===== src/rtl/ssd_scan_ctrl.sv =====
`default_nettype none
//------------------------------------------------------------------------------
// Module   : ssd_scan_ctrl
// Purpose  : Seven-segment scan controller with inter-digit blanking, leading-
//            zero suppression and frame-aligned load/ready word updates.
// Revision : 1.0 - initial release
//------------------------------------------------------------------------------
module ssd_scan_ctrl #(
  parameter int NUM_DIGITS = 4,
  parameter int DIV        = 50000,
  parameter int BLANK_CYC  = 16,
  localparam int IW        = (NUM_DIGITS > 1) ? $clog2(NUM_DIGITS) : 1,
  localparam int MAXC      = (DIV > BLANK_CYC) ? DIV : BLANK_CYC,
  localparam int CW        = (MAXC > 1) ? $clog2(MAXC) : 1
) (
  input  logic                    clk,
  input  logic                    rst,
  input  logic [4*NUM_DIGITS-1:0] val_in,
  input  logic                    load,
  output logic                    ready,
  input  logic                    lz_en,
  output logic [3:0]              digit_val,
  output logic                    seg_blank,
  output logic [NUM_DIGITS-1:0]   an,
  output logic [IW-1:0]           digit_idx
);

  typedef enum logic [0:0] {
    ST_BLANK = 1'b0,
    ST_SHOW  = 1'b1
  } state_t;

  localparam logic [CW-1:0] BLANK_LAST = CW'(BLANK_CYC - 1);
  localparam logic [CW-1:0] DIV_LAST   = CW'(DIV - 1);
  localparam logic [IW-1:0] IDX_LAST   = IW'(NUM_DIGITS - 1);

  state_t                  state, state_nxt;
  logic [IW-1:0]           idx, idx_nxt;
  logic [CW-1:0]           cnt, cnt_nxt;
  logic [4*NUM_DIGITS-1:0] shadow, shadow_nxt, pending;
  logic                    pending_valid;
  logic                    commit;
  logic [3:0]              nibble;
  logic                    upper_zero;
  logic                    lz_hit;

  always_comb begin
    state_nxt = state;
    idx_nxt   = idx;
    cnt_nxt   = cnt + 1'b1;
    commit    = 1'b0;
    case (state)
      ST_BLANK: begin
        if (cnt == BLANK_LAST) begin
          state_nxt = ST_SHOW;
          cnt_nxt   = '0;
        end
      end
      ST_SHOW: begin
        if (cnt == DIV_LAST) begin
          state_nxt = ST_BLANK;
          cnt_nxt   = '0;
          if (idx == IDX_LAST) begin
            idx_nxt = '0;
            commit  = pending_valid;
          end else begin
            idx_nxt = idx + 1'b1;
          end
        end
      end
      default: begin
        state_nxt = ST_BLANK;
        cnt_nxt   = '0;
      end
    endcase
  end

  // Outputs are registered from the post-edge state, so decode against next values.
  always_comb begin
    shadow_nxt = commit ? pending : shadow;
    nibble     = shadow_nxt[4*idx_nxt +: 4];
    upper_zero = 1'b1;
    lz_hit     = 1'b0;
    for (int k = NUM_DIGITS - 1; k >= 1; k--) begin
      upper_zero = upper_zero & (shadow_nxt[4*k +: 4] == 4'd0);
      if (idx_nxt == IW'(k)) begin
        lz_hit = upper_zero;
      end
    end
    lz_hit = lz_hit & lz_en;
  end

  always_ff @(posedge clk) begin
    if (rst) begin
      state         <= ST_BLANK;
      idx           <= '0;
      cnt           <= '0;
      shadow        <= '0;
      pending       <= '0;
      pending_valid <= 1'b0;
      ready         <= 1'b1;
      an            <= '1;
      seg_blank     <= 1'b1;
      digit_val     <= 4'd0;
    end else begin
      state <= state_nxt;
      idx   <= idx_nxt;
      cnt   <= cnt_nxt;
      if (commit) begin
        shadow        <= pending;
        pending_valid <= 1'b0;
        ready         <= 1'b1;
      end else if (load && ready) begin
        pending       <= val_in;
        pending_valid <= 1'b1;
        ready         <= 1'b0;
      end
      if (state_nxt == ST_SHOW) begin
        digit_val <= nibble;
        if (lz_hit) begin
          an        <= '1;
          seg_blank <= 1'b1;
        end else begin
          an        <= ~(NUM_DIGITS'(1) << idx_nxt);
          seg_blank <= 1'b0;
        end
      end else begin
        an        <= '1;
        seg_blank <= 1'b1;
      end
    end
  end

  assign digit_idx = idx;

endmodule
`default_nettype wire

===== config.mk =====
export PLATFORM = sky130hd
export DESIGN_NAME = ssd_scan_ctrl
export DESIGN_NICKNAME = d
export VERILOG_FILES = /design/src/rtl/ssd_scan_ctrl.sv
export SDC_FILE = /design/constraint.sdc
export NUM_CORES = 1
export LEC_CHECK = 0
export ABC_AREA = 1
export BUFFER_PORTS_ARGS = -buffer_cell sky130_fd_sc_hd__buf_2
export CORE_MARGIN = 2
export CORE_UTILIZATION = 45
export CTS_BUF_LIST = sky130_fd_sc_hd__clkbuf_4 sky130_fd_sc_hd__clkbuf_8
export DETAILED_ROUTE_END_ITERATION = 8
export GPL_ROUTABILITY_DRIVEN = 0
export HOLD_SLACK_MARGIN = 0.08
export PLACE_DENSITY_LB_ADDON = 0.15
export SYNTH_ARGS = -nofsm -noshare
export SYNTH_HDL_FRONTEND = slang
export SYNTH_SLANG_ARGS = --single-unit

===== constraint.sdc =====
create_clock -name clk -period 2 [get_ports clk]
set_clock_uncertainty 0.15 [all_clocks]
set_input_delay 0.3 -clock clk [delete_from_list [all_inputs] [get_ports clk]]
set_output_delay 0.3 -clock clk [all_outputs]
set_load 0.05 [all_outputs]

==> summary.txt, run 1 <==
Status
  – Status: completed

Synth
  – Cell variety after synth: 34
  – Sequential area share after synthesis: 0.461
  – Synthesized net count: 381
  – Syn avg cell area: 7.50 µm²
  – Post-synthesis register bit count: 62
  – Mapped Cells: 359
  – Warnings, synthesis: 0
  – Mapped cell area: 2690 µm²

Setup path
  – Crit Path Class: register to register
  – R2R depth: 13
  – Startpoint types: register
  – Worst endpoint required time: 2.13 ns
  – Maximum fanout along the worst path: 7
  – WP data arrival: 2.10 ns
  – Crit end category: register

Drt
  – WL/cell: 12.0 µm
  – Via density: 4.82
  – DRC Markers: 0
  – First-pass DRT Iterations: 4
  – Antenna viol nets, final: 0
  – WL final: 6.40 mm
  – Via count: 2567
  – Starting DRC count in detailed routing: 130

STA
  – Fin worst setup slack: 0.0370 ns
  – Relative slew slack: 0.715
  – Final hold vios: 0
  – Slew Viols, Final: 0
  – RSZ-0062 raised after global routing: true
  – Fin crit share: 0.982
  – Max Freq: 0.509 GHz
  – Min Tclk post-route: 1.96 ns
  – Setup_tns: 0 ns
  – Final setup fails: 0
  – Worst slew pin tran: 0.427 ns

Clock network
  – CTS tree: yes
  – Clk slew on worst S/H paths: 0.07 ns
  – Htree depth: 3
  – Clock Tree Buf Depth: 2
  – CTS root buf: clkbuf_8
  – CTS Buf Count: 9
  – CTS Sinks: 62
  – Later-pin clock latency in the skew report: 0.34 ns

Die
  – Die area: 6620 µm²
  – Initial Util: 0.460
  – Core region area: 5850 µm²
  – Die X-Extent: 81.4 µm
  – # rows: 28
  – Die height: 81.4 µm
  – I/O Pins: 32

Final layout
  – Area grow syn2layout: 41.1%
  – Filler Cells Inserted: 514
  – NumNets Final: 475
  – Post-Layout Cell Count: 533
  – Final Instance Area: 3800 µm²
  – Fraction of layout cells with a size suffix above 1: 0.349
  – Antenna diodes: 0
  – Commonest non-fill, non-tap cell in the layout: nor2_1
  – Most frequent cells in the layout: 72 x nor2_1, 58 x dfxtp_1, 50 x nand2_1, 43 x buf_4, 31 x buf_2
  – Final design utilization: 0.649

Placed design
  – DP Worst Slack: -0.0535 ns
  – Post-DP HPWL: 4.43 mm
  – DP Area: 3200 µm²
  – Placed Cells: 497
  – IO buf count: 31

GRT
  – M1 GR Usage: 0.277
  – Gr ovfl total: 0
  – First-pass GRT wire length: 10.3 mm
  – Met2 GRT Util: 0.311
  – GRT Util Overall: 0.205
  – GRT Max-Usage Layer: met2
  – Initial antenna violation count: 0
  – Number of global-route vias before repair: 2302
  – Largest net degree at the start of global routing: 22
  – Met3 usage: 0.0400

Power
  – Clk pwr share: 0.504
  – Switch Pwr: 622 µW
  – Pwr per Cell Area: 770 nW/µm²
  – Net Sw Frac: 0.213
  – Seq pwr share: 0.444
  – Static Leak: 0.00173 µW
  – Max VDD drop: 0.463 mV
  – Combinational Power Share: 0.052
  – P_int: 2300 µW

Worst hold path
  – Hold Path Class: input pin to register
  – Hold path cells: 3

Job
  – Max-cap viol count: 0
==> cells in the mapped netlist (all sizes together) <==
master | count | area share
a21boi | 1 | 0.0028
a21o | 1 | 0.0028
a21oi | 11 | 0.020
a221oi | 1 | 0.0033
a31oi | 1 | 0.0023
buf | 4 | 0.0093
clkbuf | 4 | 0.0056
dfxtp | 62 | 0.46
ha | 2 | 0.0093
inv | 35 | 0.049
nand2 | 70 | 0.11
nand3 | 22 | 0.056
nand3b | 2 | 0.0056
nand4 | 8 | 0.019
nor2 | 87 | 0.15
nor3 | 6 | 0.011
nor3b | 1 | 0.0028
nor4 | 1 | 0.0023
o21a | 1 | 0.0028
o21ai | 31 | 0.059
xnor2 | 2 | 0.0065
xor2 | 6 | 0.020
==> final timing paths <==
check,startpoint,to,slack [ns]
min reg2reg,shadow[5]$_SDFF_PP0_,shadow[5]$_SDFF_PP0_,0.32
max,cnt[1]$_SDFF_PP0_,an[2]$_SDFF_PP1_,0.04
max reg2reg,cnt[1]$_SDFF_PP0_,an[2]$_SDFF_PP1_,0.04
min,val_in[5],pending[5]$_SDFFE_PP0P_,0.08
==> worst max-delay path, stage by stage (launching register included) <==
cell and delay, ns:
dfxtp_2 0.36, ha_4 0.15, nand3_4 0.12, nor2_8 0.18, buf_6 0.12, nand3_4 0.14
buf_6 0.17, nand2_2 0.05, nand2_2 0.05, nor2_1 0.09, nand2_1 0.07, nand2_2 0.09
nand3_4 0.10, nand3_1 0.08
==> sequential cells by signal, summed over array words and instances, names as in the netlist <==
name / flops
state: 1
pending: 16
cnt: 16
shadow: 16
pending_valid: 1
digit_val: 4
an: 4
digit_idx: 2
seg_blank: 1
ready: 1
==> power by group through the flow <==
stage	registers [µW]	clock network [µW]	logic, µW
finish	1300	1470	151
global route	1300	1560	173
CTS	1290	1500	150
detailed placement	1320	0	132
global placement	1320	0	130
floorplan	1320	0	73.7
==> per-layer routing <==
| metal | routed length (µm) | share of wire |
|---|---|---|
| met1 | 3150 | 0.49 |
| met2 | 2870 | 0.45 |
| met3 | 256 | 0.040 |
| met4 | 113 | 0.018 |
| met5 | 0 | 0 |
==> timing repair <==
| item | in CTS | in global routing |
|---|---|---|
| cloned | 1 | 0 |
| setup endpoints to repair | 9 | 25 |
| hold buffers | 11 | 0 |
| gates resized for setup | 5 | 45 |
| endpoints found under the hold margin | 11 | 0 |
| buffers inserted | 0 | 8 |
| pin swaps | 2 | 16 |
==> kinds of logic (layout without fill, tap and decap cells) <==
kind of cell,Yosys count,after routing,share of synthesized area
AND/OR/NAND/NOR,197,198,0.347
flip-flops,62,62,0.461
AO/OA/AOI/OAI,47,47,0.0934
buffers and inverters,43,141,0.0637
XOR/XNOR,8,8,0.0260
adder cells (fa/ha/maj),2,2,0.00929
==> stage by stage <==
stage          total power (µW)  hold WS [ns]
2_1_floorplan              1390         0.274
3_3_place_gp               1450         0.299
4_1_cts                    2940        0.0874
6_report                   2920        0.0824
5_1_grt                    3030         0.125
3_5_place_dp               1450         0.310
==> area by class of cell <==
type | count | area (µm²) | share of cell area
timing repair buffer | 90 | 644 | 0.170
inverter | 35 | 134 | 0.0352
sequential | 62 | 1250 | 0.328
clock buffer | 9 | 124 | 0.0326
tap | 75 | 93.8 | 0.0247
multi-input combinational | 255 | 1410 | 0.371
clock inverter | 7 | 146 | 0.0385
(Power assumes the default switching activity.)
==> run 2: changes to the inputs <==
--- a/config.mk
+++ b/config.mk
@@ -7,8 +7,10 @@
 export LEC_CHECK = 0
 export ABC_AREA = 1
 export BUFFER_PORTS_ARGS = -buffer_cell sky130_fd_sc_hd__buf_2
+export CELL_PAD_IN_SITES_DETAIL_PLACEMENT = 1
+export CELL_PAD_IN_SITES_GLOBAL_PLACEMENT = 2
 export CORE_MARGIN = 2
-export CORE_UTILIZATION = 45
+export CORE_UTILIZATION = 37
 export CTS_BUF_LIST = sky130_fd_sc_hd__clkbuf_4 sky130_fd_sc_hd__clkbuf_8
 export DETAILED_ROUTE_END_ITERATION = 8
 export GPL_ROUTABILITY_DRIVEN = 0
==> constraint.sdc (replaced) <==
create_clock -name clk -period 2.4 [get_ports clk]
set_clock_uncertainty 0.15 [all_clocks]
set_input_delay 0.36 -clock clk [delete_from_list [all_inputs] [get_ports clk]]
set_output_delay 0.36 -clock clk [all_outputs]
set_load 0.05 [all_outputs]
==> run 2 against run 1 <==
Utilization down 19 points. Final area down 14%. Count of clock-buffer cells in the layout did not move. Largest cell class unchanged.
==> summary.txt, run 2 (synthesized netlist as in run 1, its figures left out) <==
Status
  – Status: completed

Clock network
  – CTS Sinks: 62
  – Clock Tree Buf Depth: 2
  – Htree depth: 3
  – CTS root buf: clkbuf_8
  – CTS Buf Count: 9
  – CTS tree: yes
  – Later-pin clock latency in the skew report: 0.35 ns
  – Clk slew on worst S/H paths: 0.08 ns

Setup path
  – Slowest cell on crit path: dfxtp_1
  – Worst stage delay on the critical path: 0.39 ns
  – Startpoint types: register
  – CP cell instances: ha_1 -> nand3_4 -> nor2_8 -> buf_4 -> nand3_4 -> nand2_1 -> inv_2 -> nor2_4 -> nor2_2 -> inv_1 -> nand2_1 -> nand3_2 -> nand3_1
  – Crit end category: register
  – Worst endpoint required time: 2.47 ns
  – Maximum fanout along the worst path: 7
  – Crit Path Class: register to register
  – WP data arrival: 2.31 ns

Drt
  – WL final: 6.49 mm
  – Via count: 2392
  – DRC Markers: 0
  – Starting DRC count in detailed routing: 37
  – Antenna viol nets, final: 0
  – WL/cell: 12.8 µm
  – First-pass DRT Iterations: 4
  – Via density: 4.72

Final layout
  – Area grow syn2layout: 20.7%
  – Most frequent cells in the layout: 76 x nor2_1, 64 x nand2_1, 62 x dfxtp_1, 31 x buf_2, 29 x inv_1
  – Biggest regs: cnt (16), pending (16), shadow (16)
  – NumNets Final: 425
  – Antenna diodes: 0
  – Fraction of layout cells with a size suffix above 1: 0.218
  – Commonest non-fill, non-tap cell in the layout: nor2_1

Power
  – Pwr per Cell Area: 678 nW/µm²
  – Static Leak: 0.00144 µW
  – Power consumption: 2210 µW
  – Max VDD drop: 0.396 mV

Worst hold path
  – Hold Path Class: input pin to register

GRT
  – First-pass GRT wire length: 10.9 mm
  – Largest net degree at the start of global routing: 28
  – Initial antenna violation count: 0
  – Gr ovfl total: 0
  – Number of global-route vias before repair: 2273
  – GRT Util Overall: 0.181

STA
  – Slew Viols, Final: 0
  – Final hold slack: 0.104 ns
  – Min Tclk post-route: 2.24 ns
  – Relative slew slack: 0.691
  – Final setup fails: 0
  – Worst slew pin tran: 0.464 ns
  – Max Freq: 0.446 GHz
  – Fin crit share: 0.935
  – RSZ-0062 raised after global routing: false
  – Final hold vios: 0

Job
  – Max-cap viol count: 0

Die
  – Core region area: 7140 µm²
  – Die X-Extent: 89.3 µm
  – Die height: 89.3 µm
  – Die area: 7980 µm²
  – Initial Util: 0.377
  – # rows: 31
  – I/O Pins: 32

Placed design
  – Post-DP HPWL: 4.82 mm
  – IO buf count: 31
## run 2: path summary, 6_finish.rpt
check / startpoint / end / slack, ns / cells after the start
max: cnt[0]$_SDFF_PP0_ / an[0]$_SDFF_PP1_ / 0.16 / 13
max reg2reg: cnt[0]$_SDFF_PP0_ / an[0]$_SDFF_PP1_ / 0.16 / 13
min: val_in[3] / pending[3]$_SDFFE_PP0P_ / 0.10 / 3
min reg2reg: pending[0]$_SDFFE_PP0P_ / pending[0]$_SDFFE_PP0P_ / 0.32 / 2
## run 2: metal layers
| metal | track usage | vias to the layer above | share of wire |
|---|---|---|---|
| met2 | 0.261 | 46 | 0.43 |
| met4 | 0.0855 | 0 | 0.018 |
| met1 | 0.256 | 1101 | 0.52 |
| li1 | - | 1235 | - |
| met3 | 0.0397 | 10 | 0.033 |
| met5 | 0 | - | 0 |
## run 2: final cells by class
| cell class | instances | area [µm²] |
|---|---|---|
| clock buffer | 9 | 124 |
| fill | 922 | 3890 |
| timing repair buffer | 41 | 230 |
| sequential | 62 | 1240 |
| tap | 99 | 124 |
| multi-input combinational | 254 | 1300 |
| inverter | 35 | 135 |
| clock inverter | 7 | 97.6 |
## run 2: critical path: cells and delay by family (launching register included)
kind / cells / cell delay [ns]
simple gates: 9 / 1.05
flops: 1 / 0.39
fa+ha+maj: 1 / 0.25
buf+inv: 3 / 0.25
## run 2: where the power goes
| part | internal, µW | total, µW | switching [µW] |
|---|---|---|---|
| clock network | 587 | 1030 | 439 |
| registers | 1060 | 1080 | 20.4 |
| logic | 38.4 | 101 | 62.5 |
| total | 1680 | 2210 | 522 |
## run 2: through the flow
stage / area [µm²] / cells / util / TNS, ns / worst slack [ns]
after CTS: 3210 / 504 / 0.449 / 0 / 0.00946
final: 3250 / 507 / 0.455 / 0 / 0.156
after detailed placement: 2980 / 488 / 0.418 / -0.0124 / -0.0122
after global placement: 2980 / 488 / 0.418 / 0 / 0.0527
after global routing: 3250 / 507 / 0.455 / 0 / 0.000356
after floorplan: 2690 / 359 / - / 0 / 0.299
## run 2: what timing repair did
| action | CTS | global route |
|---|---|---|
| setup endpoints to repair | 5 | 7 |
| hold buffers | 0 | 0 |
| buffers inserted | 0 | 3 |
| gates resized for setup | 2 | 6 |
| gates cloned | 0 | 0 |
